==> src/rtl/load_store_unit.sv <==
// Load/store unit between the MEM stage and a word-addressed DataMemory.
// Sub-word stores become a read-modify-write because the memory only writes whole words.
//
// state     | meaning
// IDLE      | ready; misaligned/illegal requests are answered without leaving IDLE
// LOAD      | MemRead high; lane extracted, extended and registered at the edge
// STORE     | MemWrite high with the latched full word
// RMW_READ  | MemRead high; target lane replaced and captured into mergeReg
// RMW_WRITE | MemWrite high with mergeReg
module load_store_unit #(
    parameter int DATA_WIDTH = 32
) (
    input  logic                  clk,
    input  logic                  reset,
    input  logic                  req_valid,
    output logic                  req_ready,
    input  logic                  req_write,
    input  logic [1:0]            req_size,
    input  logic                  req_unsigned,
    input  logic [DATA_WIDTH-1:0] req_addr,
    input  logic [DATA_WIDTH-1:0] req_wdata,
    output logic                  resp_valid,
    output logic [DATA_WIDTH-1:0] resp_rdata,
    output logic                  misaligned_err,
    output logic [DATA_WIDTH-1:0] mem_addr,
    output logic [DATA_WIDTH-1:0] mem_wdata,
    output logic                  MemWrite,
    output logic                  MemRead,
    input  logic [DATA_WIDTH-1:0] mem_rdata
);

    localparam logic [1:0] SIZE_BYTE = 2'b00;
    localparam logic [1:0] SIZE_HALF = 2'b01;
    localparam logic [1:0] SIZE_WORD = 2'b10;

    typedef enum logic [2:0] {
        IDLE,
        LOAD,
        STORE,
        RMW_READ,
        RMW_WRITE
    } stateType;

    stateType state, nextState;

    logic [DATA_WIDTH-1:0] latAddr;
    logic [DATA_WIDTH-1:0] latWdata;
    logic [1:0]            latSize;
    logic                  latUnsigned;
    logic [DATA_WIDTH-1:0] mergeReg;
    logic                  errPending;

    logic                  accept;
    logic                  reqErr;
    logic [7:0]            loadByte;
    logic [15:0]           loadHalf;
    logic [DATA_WIDTH-1:0] loadExt;
    logic [DATA_WIDTH-1:0] mergeNext;

    assign accept   = req_valid && req_ready;
    assign mem_addr = {latAddr[DATA_WIDTH-1:2], 2'b00};

    always_comb begin
        reqErr = 1'b0;
        case (req_size)
            SIZE_HALF: reqErr = req_addr[0];
            SIZE_WORD: reqErr = |req_addr[1:0];
            2'b11:     reqErr = 1'b1;
            default:   reqErr = 1'b0;
        endcase
    end

    always_ff @(posedge clk or negedge reset) begin
        if (!reset) begin
            state <= IDLE;
        end else begin
            state <= nextState;
        end
    end

    always_comb begin
        nextState = state;
        req_ready = 1'b0;
        MemRead   = 1'b0;
        MemWrite  = 1'b0;
        mem_wdata = '0;
        case (state)
            IDLE: begin
                req_ready = 1'b1;
                if (accept && !reqErr) begin
                    if (!req_write) begin
                        nextState = LOAD;
                    end else if (req_size == SIZE_WORD) begin
                        nextState = STORE;
                    end else begin
                        nextState = RMW_READ;
                    end
                end
            end
            LOAD: begin
                MemRead   = 1'b1;
                nextState = IDLE;
            end
            STORE: begin
                MemWrite  = 1'b1;
                mem_wdata = latWdata;
                nextState = IDLE;
            end
            RMW_READ: begin
                MemRead   = 1'b1;
                nextState = RMW_WRITE;
            end
            RMW_WRITE: begin
                MemWrite  = 1'b1;
                mem_wdata = mergeReg;
                nextState = IDLE;
            end
            default: nextState = IDLE;
        endcase
    end

    always_comb begin
        loadByte = mem_rdata[7:0];
        case (latAddr[1:0])
            2'd1:    loadByte = mem_rdata[15:8];
            2'd2:    loadByte = mem_rdata[23:16];
            2'd3:    loadByte = mem_rdata[31:24];
            default: loadByte = mem_rdata[7:0];
        endcase
        loadHalf = latAddr[1] ? mem_rdata[31:16] : mem_rdata[15:0];
        case (latSize)
            SIZE_BYTE: loadExt = latUnsigned ? {{(DATA_WIDTH-8){1'b0}}, loadByte}
                                             : {{(DATA_WIDTH-8){loadByte[7]}}, loadByte};
            SIZE_HALF: loadExt = latUnsigned ? {{(DATA_WIDTH-16){1'b0}}, loadHalf}
                                             : {{(DATA_WIDTH-16){loadHalf[15]}}, loadHalf};
            default:   loadExt = mem_rdata;
        endcase
    end

    // Replace only the addressed lane of the word just read.
    always_comb begin
        mergeNext = mem_rdata;
        if (latSize == SIZE_BYTE) begin
            case (latAddr[1:0])
                2'd0:    mergeNext[7:0]   = latWdata[7:0];
                2'd1:    mergeNext[15:8]  = latWdata[7:0];
                2'd2:    mergeNext[23:16] = latWdata[7:0];
                default: mergeNext[31:24] = latWdata[7:0];
            endcase
        end else if (latAddr[1]) begin
            mergeNext[31:16] = latWdata[15:0];
        end else begin
            mergeNext[15:0] = latWdata[15:0];
        end
    end

    always_ff @(posedge clk or negedge reset) begin
        if (!reset) begin
            latAddr        <= '0;
            latWdata       <= '0;
            latSize        <= '0;
            latUnsigned    <= 1'b0;
            mergeReg       <= '0;
            errPending     <= 1'b0;
            resp_valid     <= 1'b0;
            misaligned_err <= 1'b0;
            resp_rdata     <= '0;
        end else begin
            resp_valid     <= 1'b0;
            misaligned_err <= 1'b0;
            resp_rdata     <= '0;
            errPending     <= 1'b0;
            if (accept) begin
                latAddr     <= req_addr;
                latWdata    <= req_wdata;
                latSize     <= req_size;
                latUnsigned <= req_unsigned;
                errPending  <= reqErr;
            end
            // A rejected request answers one edge after accept, like a load.
            if (errPending) begin
                resp_valid     <= 1'b1;
                misaligned_err <= 1'b1;
            end
            case (state)
                LOAD: begin
                    resp_valid <= 1'b1;
                    resp_rdata <= loadExt;
                end
                STORE, RMW_WRITE: resp_valid <= 1'b1;
                RMW_READ:         mergeReg   <= mergeNext;
                default:          ;
            endcase
        end
    end

endmodule

==> config.mk <==
export PLATFORM = sky130hd
export DESIGN_NAME = load_store_unit
export DESIGN_NICKNAME = d
export VERILOG_FILES = /design/src/rtl/load_store_unit.sv
export SDC_FILE = /design/constraint.sdc
export NUM_CORES = 1
export LEC_CHECK = 0
export ABC_AREA = 1
export BUFFER_PORTS_ARGS = -buffer_cell sky130_fd_sc_hd__buf_4
export CORE_MARGIN = 8
export CORE_UTILIZATION = 48
export CTS_BUF_LIST = sky130_fd_sc_hd__clkbuf_8 sky130_fd_sc_hd__clkbuf_16
export CTS_CLUSTER_DIAMETER = 40
export CTS_CLUSTER_SIZE = 24
export DETAILED_ROUTE_END_ITERATION = 8
export PLACE_DENSITY = 0.83
export SYNTH_ARGS = -nofsm -noshare
export SYNTH_HDL_FRONTEND = slang
export SYNTH_SLANG_ARGS = --single-unit
==> constraint.sdc <==
create_clock -name clk -period 1.7 [get_ports clk]
set_input_delay 0 -clock clk [delete_from_list [all_inputs] [get_ports clk]]
set_output_delay 0 -clock clk [all_outputs]
set_load 0.03 [all_outputs]
==> run summary, run 1 <==
Sorting the synthesized cells by how often they occur yields sky130_fd_sc_hd__dfrtp_1, sky130_fd_sc_hd__nand2_1, sky130_fd_sc_hd__o21ai_0. Including well taps, the total number of placed cells is 1,179. The logs give 0 for the initial antenna violation count and 0.583 GHz for the highest clock rate.

The final number of max-transition violations came out at 0. The launching point of the worst reg2reg path was state[2]. The detailed router put a total of 9390 um of wire on met1.

The post-detailed-route via-to-cell ratio came out at 5.58. Clock latency on the worst-skew pair, taken at its later pin, is 0.43 ns. The average detailed-routed wire length per instance is 19.2 um, and the shortest period the worst path allows is 1.72 ns. The final critical-path share of the clock period was 1.01.

The share of synthesized flip-flops with an asynchronous set or reset is 1.00. The utilization of the core after routing was 0.729; the total die area was 18,800 um^2. Setup total negative slack on the finished layout was measured at -0.0228 ns. The top cell type's share of synthesized area was 0.488; the leakage component of the power was 5.22 nW. After detailed routing, the number of remaining DRC violations is 0.

The cell type with the largest total area after synthesis was sky130_fd_sc_hd__dfrtp_1. The cell sitting at the root of the clock tree is a sky130_fd_sc_hd__clkbuf_16. The floorplan die height is 137 um, and the smallest hold slack is 0.0928 ns. The tools report the aggregate routed wire length as 25,400 um.

The worst-case reg-to-reg path depth was 5. The run gives 1,319 as the final non-filler cell total. The class of the most critical setup path was reg -> out.

For the first-pass GRT wire length, the log shows 38,500 um. The netlist area before placement is 7020 um^2. After floorplanning, the core was divided into 44 placement rows. The detailed router placed 7,360 vias in this run. The tools report the final worst slack as -0.0152 ns.

The die width is 137 um, and the number of synthesized register bits is 137. The flow ran to the end, but the final reports show violations. In the detailed route, the total length drawn on met2 is 12,200 um.

The worst setup path is captured at an output port. The aggregate global-route resource usage is 0.265, and the worst setup slack for register-to-register paths is 0.05 ns. The tools report the maximum vdd drop as 0.000778 V.

The number of endpoints failing setup at the final stage was 3; the core region area was 14,400 um^2. In this run, synthesis inferred 0 flip-flops with an integrated enable. For this design the top-level I/O count stands at 204. The count of nets left with antenna violations once routing finished came out at 0. For this run, the post-layout net count is 1,225. The worst hold-check path type is in -> reg. The clock tree synthesis step divided the H-tree into 4 levels. Setup repair after global routing could not meet its margin everywhere.

Before antenna repair, the detailed router went through 6 iterations. Detailed router's first-iteration violation count: 830. In this run the worst path has a maximum fanout of 16.

The clock passes through at most 2 buffers. For the sequential share of the synthesized area, the log shows 0.488. Sorting the synthesized cells by area gives the leading types as sky130_fd_sc_hd__dfrtp_1, sky130_fd_sc_hd__o21ai_0, sky130_fd_sc_hd__a21oi_1. The average cell area after synthesis was 8.31 um^2. The tools report the final total power as 11.6 mW. The count of max-cap constraint violations came out at 0.

The run gives 845 as the synthesized netlist cell count. Along the worst hold path, the cell count comes to 3. The run gives 0 as the total of warnings raised by yosys. The final reports fail on negative setup slack. Yosys instantiated no cell more often than sky130_fd_sc_hd__dfrtp_1.

The maximum number of pins on one net before global-route repair is 66. The tools report the half-perimeter wire length after placement as 16,100 um. On the critical path, the stage with the largest delay is an instance of sky130_fd_sc_hd__dfrtp_2.

In this design, the stage delay of the slowest critical-path cell is 0.40 ns. The critical path goes through inv_2 -> nor2_2 -> nand2_2 -> clkbuf_16 -> o22ai_2 -> buf_6. The run gives 0.487 as the effective utilization at floorplan. After detailed routing, no signal wire sits above met4. The final count of hold timing violations was 0.

Worst-case hold path end point: latAddr[23]. The via count of the first global-routing pass came out at 7,526. Port buffering added 201 buffers.

The startpoint type of the worst setup path was a flop. The data required time at the worst endpoint was 1.70 ns. The endpoint identified for the worst register-to-register timing path is latAddr[31]. The total power divided by cell area was 1110 nW/um^2.

In this run, distinct cell masters in the synthesized netlist total 30. The relative max-transition margin came out at 0.459. The startpoint identified for the worst hold timing path is req_valid.

The clock input transition at the sequential cells of the worst setup and hold paths is 0.06 ns. For the final database, setup skew stands at 0.0101 ns. For this run the aggregate overflow at the end of global routing stands at 0. Primary flip-flop cell chosen by synthesis mapping: sky130_fd_sc_hd__dfrtp_1. The area growth from synthesis to layout is 49.8%. The congestion estimate from routability-driven global placement came to 0.934. At the pin with the least slew margin, the transition time is 0.803 ns.

The arrival time reported for the critical path endpoint is 1.72 ns. The clock net in this run drives a total of 137 sinks. Counting the buffers created by CTS gives 17. The share of cells above drive strength 1 was 0.300.

After detailed routing, the met3 layer carries 2670 um of wire. TritonCTS built the clock tree.
## repair_timing
action                     in CTS  in global routing
resized for setup              16                 29
setup buffers                   1                  4
pin swaps                       0                  7
setup endpoints to repair      16                 72
hold buffers                  101                  0
gates cloned                    0                  2
hold endpoints to repair      228                  0
## worst max-delay path: cells and delay by family (launching register included)
| family | cells | cell delay (ns) |
|---|---|---|
| buf+inv | 3 | 0.48 |
| flops | 1 | 0.40 |
| compound gates | 1 | 0.18 |
| simple gates | 2 | 0.24 |
## report_power, final
group	switching, mW	internal [mW]	leakage, nW
Clock	1.41	2.47	0.299
Combinational	2.20	1.41	3.30
Sequential	0.280	3.86	1.63
## worst max path at each step
stage	startpoint	end	slack (ns)
after floorplan	state[0]	resp_rdata[6]	0.01
after global placement	state[0]	latAddr[1]	0.08
after detailed placement	state[0]	latWdata[5]	0.04
after CTS	state[0]	mem_wdata[0]	-0.02
after global routing	state[2]	resp_rdata[5]	-0.04
final	state[1]	mem_wdata[8]	-0.02
## per-layer routing
metal	vias up	global-route usage
li1	3323	-
met1	3457	0.311
met2	470	0.439
met3	110	0.0683
met4	0	0.140
met5	-	0
## cell type report
cell class / count / area (um^2)
fill: 981 / 3900
sequential: 137 / 3430
timing repair buffer: 340 / 2980
multi-input combinational: 532 / 2910
clock buffer: 18 / 439
inverter: 94 / 357
tap: 184 / 230
clock inverter: 13 / 179
antenna: 1 / 2.50
## kinds of logic after synthesis
group | Yosys count | synth area share
other cells | 1 | 0.000534
compound gates | 250 | 0.191
mux | 30 | 0.0481
flops | 137 | 0.488
buf+inv | 178 | 0.120
simple gates | 249 | 0.152
## state kept, by name, indices dropped and copies added (netlist names)
| signal | flops |
|---|---|
| state | 3 |
| latWdata | 32 |
| resp_valid | 1 |
| mergeReg | 32 |
| latUnsigned | 1 |
| resp_rdata | 32 |
| misaligned_err | 1 |
| errPending | 1 |
| latSize | 2 |
| latAddr | 32 |
## metrics by stage
| step | instance area (um^2) | setup slack (ns) |
|---|---|---|
| detailed placement | 8650 | 0.0404 |
| finish | 10500 | -0.0152 |
| floorplan | 7030 | 0.0101 |
| global placement | 8650 | 0.0751 |
| global route | 10500 | -0.0409 |
| CTS | 10300 | -0.0227 |
## cells in the final DEF, fill, tap and decap left out, drive strengths merged
cell,netlist,final
buf,63,238
dfrtp,137,137
nand2,114,115
o21ai,107,107
dlygate4sd3,0,101
a21oi,94,94
inv,94,94
nor2,82,82
nand3,43,43
mux2,30,30
o22ai,25,25
clkbuf,21,19
o211ai,15,15
a31oi,8,8
nor3,5,5
clkinv,0,5
clkinvlp,0,4
nand4,4,4
bufinv,0,4
conb,1,2
diode,0,1
o21bai,1,1
or3,1,1
Power figures use the tool's default switching activity.
==> run 2: changes to the inputs <==
--- a/config.mk
+++ b/config.mk
@@ -7,7 +7,8 @@
 export LEC_CHECK = 0
 export ABC_AREA = 1
 export BUFFER_PORTS_ARGS = -buffer_cell sky130_fd_sc_hd__buf_4
-export CORE_MARGIN = 8
+export CORE_ASPECT_RATIO = 1.75
+export CORE_MARGIN = 10
 export CORE_UTILIZATION = 48
 export CTS_BUF_LIST = sky130_fd_sc_hd__clkbuf_8 sky130_fd_sc_hd__clkbuf_16
 export CTS_CLUSTER_DIAMETER = 40
==> run summary, run 2 (same netlist as run 1, synthesis figures left out) <==
The count of max-cap constraint violations is 0. The post-detailed-route DRC marker count is 0, and the worst setup slack for register-to-register paths is -0.18 ns. The switching fraction of total power came out at 0.355. The tools report the final count of hold timing violations as 0. The worst setup path is captured at a flop. CTS placed an instance of sky130_fd_sc_hd__clkbuf_16 at the clock tree root.

The shortest period the worst path allows is 1.88 ns. The maximum vdd drop was 0.000739 V; the number of buffers on the longest clock path was 2. The number of iterations in the first detailed-routing pass was 9. By startpoint and endpoint, the worst setup path is classified as reg -> reg. The startpoint type of the worst setup path was a flop.

In the layout the commonest cells are sky130_fd_sc_hd__buf_4, sky130_fd_sc_hd__dfrtp_1, sky130_fd_sc_hd__nand2_1. Once detailed placement completed, the half-perimeter wirelength came to 17,100 um. The tools report the number of nets at the end of the flow as 1,236.

The run finished, with violations left. The final reports fail on negative setup slack. The logs give 1,183 for the post-placement cell count and 0 for the overall overflow remaining after global route. Measured along the x axis, the die boundary spans 111 um.

The number of cells on the worst reg-to-reg path is 7. The final critical-path share of the clock period was 1.11; the total vias in the final route was 7,315. 204 I/O pins were placed. The cell area after placement came out at 8690 um^2. 0 antenna diodes ended up in the layout. Setup repair after global routing could not meet its margin everywhere. For the aggregate global-route resource usage, the log shows 0.240. The tools report the maximum number of pins on one net before global-route repair as 51. The total power divided by cell area works out to 1070 nW/um^2. TritonCTS built the clock tree. The analysis attributes to cell leakage a power of 5.30 nW. The routed design has 26,800 um of wire.

For the final worst slack, the log shows -0.181 ns. The final number of max-transition violations was 0. The logs give 0.532 GHz for the highest clock rate and 0.489 for the effective utilization at floorplan. The worst register-to-register path ends at mergeReg[31]. The data required time at the worst endpoint is 1.98 ns. The min-delay analysis places its worst path in the category in -> async.

The sequential group share of total power is 0.364, and the first-pass GRT wire length is 39,000 um. The number of buffers created by CTS is 17, and the filler cell count is 993. The via count of the first global-routing pass was 7,317. For the share of total power in the clock network, the log shows 0.309.

Routability-driven placement finished with a final weighted congestion of 1.00. Floorplan die height: 180 um. At the later pin of the worst-skew pair, clock insertion delay measures 0.43 ns. The run gives 7.37 mW as the internal power summed over all cells. The floorplan has 58 rows.

The H-tree was split into 4 levels. The layout overhead on the synthesized area was 52.4%; the number of port buffers was 201. The utilization of the core after routing is 0.745.

For the total die area, the log shows 20,100 um^2. The tree built by TritonCTS fans out to 137 sinks. After routing, the total negative slack on setup checks comes to -0.195 ns. The combinational group share of total power came out at 0.327.

The library cell used most frequently in the layout, excluding fill and tap cells, is sky130_fd_sc_hd__buf_4. OpenSTA, run right after detailed placement, puts the worst setup slack at 0.0700 ns. Across all hold checks on the routed design, the worst slack comes to 0.0568 ns.

The tools report the number of endpoints failing setup at the final stage as 5. The startpoint identified for the worst register-to-register timing path is latAddr[1]. For the initial antenna violation count, the log shows 0.

Of all nets on the critical path, the largest fanout is 14. The share of cells above drive strength 1 was 0.317. The logs give 0 for the number of antenna-violating nets in the routed design and 11.4 mW for the final total power. The finished cells cover 10,700 um^2. For the final database, setup skew stands at 0.00696 ns. The logs give 1,326 for the final non-filler cell total and 911 for the detailed router's first-iteration violation count. The arrival time reported for the critical path endpoint is 2.17 ns, and the clock input transition at the sequential cells of the worst setup and hold paths is 0.06 ns. The average detailed-routed wire length per instance is 20.2 um. In the routed layout, each cell is associated on average with a via count of 5.52. The switching power summed over all nets was 4.06 mW. Core region area: 14,400 um^2.
run 2: cell count changes in the layout (fill, tap and decap cells not counted), sizes merged:
cell / previous run / this run
buf: 238 / 247
inv: 94 / 97
nand2: 115 / 114
bufinv: 4 / 1
dlygate4sd3: 101 / 103
clkbuf: 19 / 20
diode: 1 / 0
clkinv: 5 / 4
clkinvlp: 4 / 6
run 2: worst max-delay path: stages (launching register included):
cell and delay, ns:
sky130_fd_sc_hd__dfrtp_2 0.47, sky130_fd_sc_hd__nand2_1 0.10, sky130_fd_sc_hd__inv_1 0.09, sky130_fd_sc_hd__buf_12 0.15, sky130_fd_sc_hd__o21ai_0 0.34, sky130_fd_sc_hd__a21oi_1 0.11
sky130_fd_sc_hd__o21ai_0 0.31, sky130_fd_sc_hd__o21ai_0 0.16
run 2: worst max-delay path by stage:
stage	start	end	cells past startpoint
6_report	latAddr[1]	mergeReg[31]	7
5_1_grt	latAddr[0]	mergeReg[31]	7
4_1_cts	state[0]	mem_wdata[23]	5
3_5_place_dp	latAddr[1]	resp_rdata[3]	5
3_3_place_gp	latAddr[1]	resp_rdata[0]	5
2_1_floorplan	state[0]	resp_rdata[6]	7
run 2: what timing repair did:
action,CTS,global route
resized for setup,9,68
hold buffers,103,0
cloned,0,3
setup buffers,1,4
pin swaps,0,4
endpoints found under the hold margin,247,0
setup endpoints to repair,32,53
run 2: final cells by class:
type,instances,area (um^2),share of cell area
clock buffers,18,439,0.0410
clock inverters,14,125,0.0117
inverters,94,357,0.0333
multi-input cells,531,2980,0.279
flip-flops and latches,137,3430,0.321
well taps,180,225,0.0210
repair buffers,352,3140,0.294
run 2: power by group through the flow:
stage | combinational [mW] | clock [mW] | sequential [mW]
final | 3.74 | 3.53 | 4.15
after global routing | 4.04 | 3.72 | 4.21
after CTS | 3.46 | 3.56 | 4.13
after detailed placement | 3.23 | 0 | 4.18
after global placement | 3.16 | 0 | 4.15
after floorplan | 2.08 | 0 | 4.20
run 2: per-layer routing:
layer  vias to the layer above  part of all wire  global-route usage
li1                       3346                 -                   -
met1                      3436              0.36               0.260
met2                       431              0.52               0.414
met3                       102             0.071              0.0443
met4                         0             0.054               0.161
met5                         -                 0                   0
